$ cat config.mk
export PLATFORM = sky130hd
export DESIGN_NAME = rv32_mem_arbiter
export DESIGN_NICKNAME = d
export VERILOG_FILES = /design/src/rtl/rv32_mem_arbiter.sv
export SDC_FILE = /design/constraint.sdc
export NUM_CORES = 1
export LEC_CHECK = 0
export CAP_MARGIN = 40
export CORE_ASPECT_RATIO = 0.8
export CORE_MARGIN = 4
export CORE_UTILIZATION = 36
export CTS_CLUSTER_DIAMETER = 50
export DETAILED_ROUTE_END_ITERATION = 10
export PLACE_DENSITY = 0.84
export SYNTH_ARGS = -nofsm -noshare
export SYNTH_HDL_FRONTEND = slang
export SYNTH_SLANG_ARGS = --single-unit
$ cat constraint.sdc
create_clock -name clk -period 1.85 [get_ports clk]
set_clock_uncertainty 0.05 [all_clocks]
set_input_delay 0.2775 -clock clk [delete_from_list [all_inputs] [get_ports clk]]
set_output_delay 0.2775 -clock clk [all_outputs]
set_load 0.02 [all_outputs]
$ cat src/rtl/rv32_mem_arbiter.sv
// ---------------------------------------------------------------------------
// rv32_mem_arbiter
//
// Shares one single-port 32-bit memory between the instruction-fetch port
// (i_*) and the load/store port (d_*) of the rv32 core. Each requester holds
// its request until acknowledged. The arbiter latches the winning request into
// the mem_* registers, holds mem_req until mem_ack, and routes the
// acknowledge plus read data back to the owner in the same cycle as mem_ack.
//
// Ports:
//   clk, reset_n              clock, asynchronous active-low reset
//   i_req/i_addr              fetch request (always a 32-bit read)
//   i_ack/i_rdata             fetch completion pulse and data
//   d_req/d_we/d_be/d_addr/d_wdata  load/store request
//   d_ack/d_rdata             load/store completion pulse and load data
//   mem_req/mem_we/mem_be/mem_addr/mem_wdata  latched memory transaction
//   mem_ack/mem_rdata         memory completion pulse and read data
//   busy                      a transaction is in flight
//
// Data requests normally win. To keep fetch from starving, a streak counter
// tracks consecutive data grants taken while a fetch was waiting; once it
// reaches D_STREAK_MAX the next arbitration goes to the fetch port.
// ---------------------------------------------------------------------------
module rv32_mem_arbiter #(
    parameter int ADDR_W       = 32,
    parameter int D_STREAK_MAX = 4
) (
    input  logic              clk,
    input  logic              reset_n,

    input  logic              i_req,
    input  logic [ADDR_W-1:0] i_addr,
    output logic              i_ack,
    output logic [31:0]       i_rdata,

    input  logic              d_req,
    input  logic              d_we,
    input  logic [3:0]        d_be,
    input  logic [ADDR_W-1:0] d_addr,
    input  logic [31:0]       d_wdata,
    output logic              d_ack,
    output logic [31:0]       d_rdata,

    output logic              mem_req,
    output logic              mem_we,
    output logic [3:0]        mem_be,
    output logic [ADDR_W-1:0] mem_addr,
    output logic [31:0]       mem_wdata,
    input  logic              mem_ack,
    input  logic [31:0]       mem_rdata,

    output logic              busy
);

    localparam int CNT_W = (D_STREAK_MAX < 2) ? 1 : $clog2(D_STREAK_MAX + 1);
    localparam logic [CNT_W-1:0] STREAK_MAX = CNT_W'(D_STREAK_MAX);
    localparam logic [CNT_W-1:0] STREAK_ONE = CNT_W'(1);

    localparam logic [1:0] ST_IDLE   = 2'd0;
    localparam logic [1:0] ST_BUSY_I = 2'd1;
    localparam logic [1:0] ST_BUSY_D = 2'd2;

    logic [1:0]        state_reg,     state_next;
    logic [CNT_W-1:0]  streak_reg,    streak_next;
    logic              mem_we_reg,    mem_we_next;
    logic [3:0]        mem_be_reg,    mem_be_next;
    logic [ADDR_W-1:0] mem_addr_reg,  mem_addr_next;
    logic [31:0]       mem_wdata_reg, mem_wdata_next;

    // Fetch wins only when data is idle or data has used up its streak.
    logic fetch_wins;
    assign fetch_wins = i_req && (!d_req || (streak_reg == STREAK_MAX));

    always_comb begin
        state_next     = state_reg;
        streak_next    = streak_reg;
        mem_we_next    = mem_we_reg;
        mem_be_next    = mem_be_reg;
        mem_addr_next  = mem_addr_reg;
        mem_wdata_next = mem_wdata_reg;

        case (state_reg)
            ST_IDLE: begin
                if (fetch_wins) begin
                    state_next     = ST_BUSY_I;
                    streak_next    = '0;
                    mem_we_next    = 1'b0;
                    mem_be_next    = 4'hF;
                    mem_addr_next  = i_addr;
                    mem_wdata_next = 32'h0;
                end else if (d_req) begin
                    state_next     = ST_BUSY_D;
                    mem_we_next    = d_we;
                    mem_be_next    = d_be;
                    mem_addr_next  = d_addr;
                    mem_wdata_next = d_wdata;
                    // Only data grants that made a fetch wait extend the streak.
                    if (!i_req) begin
                        streak_next = '0;
                    end else if (streak_reg != STREAK_MAX) begin
                        streak_next = streak_reg + STREAK_ONE;
                    end
                end
            end
            ST_BUSY_I, ST_BUSY_D: begin
                if (mem_ack) begin
                    state_next = ST_IDLE;
                end
            end
            default: begin
                state_next = ST_IDLE;
            end
        endcase
    end

    always_ff @(posedge clk or negedge reset_n) begin
        if (!reset_n) begin
            state_reg     <= ST_IDLE;
            streak_reg    <= '0;
            mem_we_reg    <= 1'b0;
            mem_be_reg    <= 4'h0;
            mem_addr_reg  <= '0;
            mem_wdata_reg <= 32'h0;
        end else begin
            state_reg     <= state_next;
            streak_reg    <= streak_next;
            mem_we_reg    <= mem_we_next;
            mem_be_reg    <= mem_be_next;
            mem_addr_reg  <= mem_addr_next;
            mem_wdata_reg <= mem_wdata_next;
        end
    end

    // mem_req/busy come straight from state so an asynchronous reset drops
    // them immediately and no ack can be forwarded for an aborted transfer.
    assign mem_req   = (state_reg != ST_IDLE);
    assign busy      = (state_reg != ST_IDLE);
    assign mem_we    = mem_we_reg;
    assign mem_be    = mem_be_reg;
    assign mem_addr  = mem_addr_reg;
    assign mem_wdata = mem_wdata_reg;

    // Acks are combinational so zero-wait memory completes in the first
    // mem_req cycle; mem_ack seen in IDLE is dropped here.
    assign i_ack   = (state_reg == ST_BUSY_I) && mem_ack;
    assign d_ack   = (state_reg == ST_BUSY_D) && mem_ack;
    assign i_rdata = mem_rdata;
    assign d_rdata = mem_rdata;

endmodule
==> impl_summary.md <==
Outcome
The run finished with clean final reports.

Floorplanning
The core region is 10,900 um^2. The vertical extent of the die is 103 um. The initial utilization of the core area, before any placement, comes to 0.369. For this design the top-level I/O count stands at 275. The die is 126 um wide. The floorplan die area is 12,900 um^2. The row count is 34.

Route
The routed wire length is 11.2 mm. The detailed-route wire length per cell is 16.1 um. The ratio of routed vias to standard cells is 5.06. After detailed routing, the number of remaining DRC violations is 0. The number of vias after detailed routing is 3,544. The number of DRC markers in iteration 0 is 161. The detailed-router iteration count before antenna repair is 4. The post-route antenna net violation count is 0.

Yosys
When the netlist entered floorplanning its net count stood at 588. The most common cell in the synthesized netlist is sky130_fd_sc_hd__nand2_1. Sorting the synthesized cells by how often they occur yields sky130_fd_sc_hd__nand2_1 (133), sky130_fd_sc_hd__dfrtp_1 (74), sky130_fd_sc_hd__buf_4 (65). By area the synthesized netlist is led by sky130_fd_sc_hd__dfrtp_1 (46%), sky130_fd_sc_hd__nand2_1 (12%), sky130_fd_sc_hd__buf_4 (12%). The part of the Yosys area used for sequential elements is 0.461. The share of synthesized area in the top cell type comes to 0.461.

The mapped cell area is 4020 um^2. Yosys printed 0 warnings. The cell count after synthesis came out at 445. The number of different library cells in the post-synthesis netlist is 27. For this run, asynchronously set or reset flops after synthesis account for 1.00. Summed over all instances, the cell type with the most area after synthesis is sky130_fd_sc_hd__dfrtp_1.

The main flop type after synthesis is sky130_fd_sc_hd__dfrtp_1. Counting flops and latches in the post-synthesis netlist gives 74. Counting flops with a built-in enable in the synthesized netlist gives 0.

The mean instance size in the synthesized netlist is 9.03 um^2.

Place
Summing all placed instances gives a cell area of 5530 um^2. The port buffer count is 178. Summed over all nets, the half-perimeter wirelength after detailed placement is 8.17 mm. OpenSTA, run right after detailed placement, puts the worst setup slack at 0.00272 ns. The weighted congestion reported at the end of routability-driven placement is 0.770.

Setup path
The cell that appears most often on the critical path is sky130_fd_sc_hd__inv_1. The most critical setup path has its startpoint at state_reg[0]. Traced cell by cell, the critical path runs through inv_1 > ha_1 > inv_1 > dlygate4sd2_1. Data on the critical path arrives at its endpoint at 1.43 ns. The longest individual stage delay on the worst path is 0.36 ns. The number of cells on the worst reg-to-reg path is 7. The endpoint of the worst setup timing path is busy. The category of the critical setup timing path is flip-flop to primary output. The slowest stage of the critical path belongs to the cell sky130_fd_sc_hd__dfrtp_1. The worst-case register-to-register setup slack is 0.15 ns. The sort of element at the end of the critical path is a primary output. The data required time of the critical path is 1.52 ns. The largest fanout on the critical path is 3.

The startpoint type of the worst setup path is a flip-flop. The terminus of the critical flop-to-flop path is mem_wdata[2]. The startpoint identified for the worst register-to-register timing path is state_reg[0].

Finish
The synthesis-to-layout area growth is 45.6%. Once layout is done, the placed cells without fillers occupy 5850 um^2. The number of diodes is 0.

The utilization after layout is 0.538. The layout has 990 filler cells. The number of nets in the final layout is 694. Of the cells placed in the final design, the portion with a size suffix greater than 1 is 0.112.

Clock network
The clock passes through at most 2 buffers. The total clock sinks is 74. The buffer type at the clock tree root is sky130_fd_sc_hd__clkbuf_16. At the later pin of the worst-skew pair, clock insertion delay measures 0.32 ns. Counting the buffers created by CTS gives 9. The clock transition time at the flip-flop clock pins of the worst setup and hold paths is 0.06 ns. The CTS H-tree depth is 3.

TritonCTS built the clock tree. The number of buffers added for setup after CTS is 0.

GRT
The number of antenna violations at the first check in global routing is 0. The aggregate global routing overflow is 0. The number of global-route vias before repair is 3,771. Entering global routing, the biggest net connects 41 pins. The first global-routing pass estimated 18.3 mm of wire. For this run, the total global-route usage over all layers was measured as 0.172.

STA
The final count of negative-setup-slack endpoints is 0. The worst path meets setup with 0.0941 ns of slack. The max-slew violation count is 0.

Setup repair after global routing left no endpoint under its margin. The final critical path time including I/O delays and setup is 1.76 ns. Measured against its own limit, the worst slew margin works out to 0.755. The actual transition at the worst max-transition pin is 0.368 ns. Of the available clock period, the critical path in the final layout requires 0.949. The final hold violation count is 0. Based on the critical path, the design can be clocked at up to 0.570 GHz. Adding up every negative setup slack in the final design gives 0 ns.

Power
The design draws 0.00963 W. The worst-case IR drop observed on VDD is 697 uV. For this design the ratio of total power to cell area is 1640 nW/um^2. In this run the static leakage power is 2.49 nW.

Hold path
The tightest min-delay check is of the primary input to async pin type.

Run
The tool flagged a number of max-cap violations equal to 0.
metal layers:
layer  wire [um]  global-route usage  vias to the layer above  part of all wire
li1            -                   -                     1642                 -
met1        4700               0.210                     1675              0.42
met2        5250               0.284                      214              0.47
met3        1150              0.0704                       13              0.10
met4         139              0.0503                        0             0.012
met5           0                   0                        -                 0
where the power goes:
part	switching, W	internal (W)
Combinational	0.00271	0.00228
Sequential	0.000416	0.00237
Clock	0.000653	0.00121
Total	0.00377	0.00585
what timing repair did:
action,4_1_cts,5_1_grt
endpoints found under the setup margin,4,0
resized for setup,4,0
hold buffers,1,0
hold endpoints to repair,22,0
layout make-up:
cell class | instances | area, um^2 | area share
repair buffers | 194 | 1980 | 0.339
flip-flops and latches | 74 | 1850 | 0.316
multi-input cells | 266 | 1500 | 0.255
clock buffers | 11 | 243 | 0.0415
well taps | 144 | 180 | 0.0308
clock inverters | 5 | 77.6 | 0.0133
inverters | 6 | 22.5 | 0.00385
how the worst min path moves through the flow:
stage | from | end | slack [ns] | depth (start not counted)
6_report | reset_n | mem_wdata[24] | 0.34 | 2
3_5_place_dp | reset_n | mem_wdata[24] | 0.14 | 1
4_1_cts | reset_n | mem_wdata[24] | 0.34 | 2
3_3_place_gp | reset_n | mem_wdata[24] | 0.13 | 1
5_1_grt | reset_n | mem_wdata[24] | 0.36 | 2
2_1_floorplan | reset_n | mem_addr[0] | -0.07 | 0
cell families after synthesis:
logic type,Yosys count,share of synthesized area
AO/OA/AOI/OAI,79,0.156
adder cells (fa/ha/maj),5,0.0156
buffers and inverters,105,0.171
flip-flops,74,0.461
multiplexers,1,0.00280
AND/OR/NAND/NOR,181,0.194
critical path: cells and delay by family (launching register included):
kind	cells	cell delay [ns]
adder cells (fa/ha/maj)	1	0.23
buffers and inverters	3	0.52
flip-flops	1	0.36
stage by stage:
| step | hold slack [ns] | instances |
|---|---|---|
| global placement | 0.132 | 683 |
| global route | 0.362 | 700 |
| floorplan | -0.0681 | 445 |
| CTS | 0.335 | 700 |
| detailed placement | 0.142 | 683 |
| finish | 0.340 | 700 |
placed cells by master, fill, tap and decap left out, types with 2 or more instances in the layout:
master	n
sky130_fd_sc_hd__o21ai_0	12
sky130_fd_sc_hd__o211ai_2	27
sky130_fd_sc_hd__a21oi_1	6
sky130_fd_sc_hd__bufinv_16	2
sky130_fd_sc_hd__dfrtp_1	74
sky130_fd_sc_hd__o21ai_1	23
sky130_fd_sc_hd__nand4_1	33
sky130_fd_sc_hd__buf_12	7
sky130_fd_sc_hd__buf_4	9
sky130_fd_sc_hd__clkbuf_16	9
sky130_fd_sc_hd__o211ai_1	5
sky130_fd_sc_hd__ha_1	5
sky130_fd_sc_hd__clkinv_2	2
sky130_fd_sc_hd__dlygate4sd2_1	4
sky130_fd_sc_hd__inv_1	6
sky130_fd_sc_hd__nand2_1	133
sky130_fd_sc_hd__nor2_1	9
sky130_fd_sc_hd__and2_1	2
sky130_fd_sc_hd__clkdlybuf4s50_1	173
(Power assumes the default switching activity.)
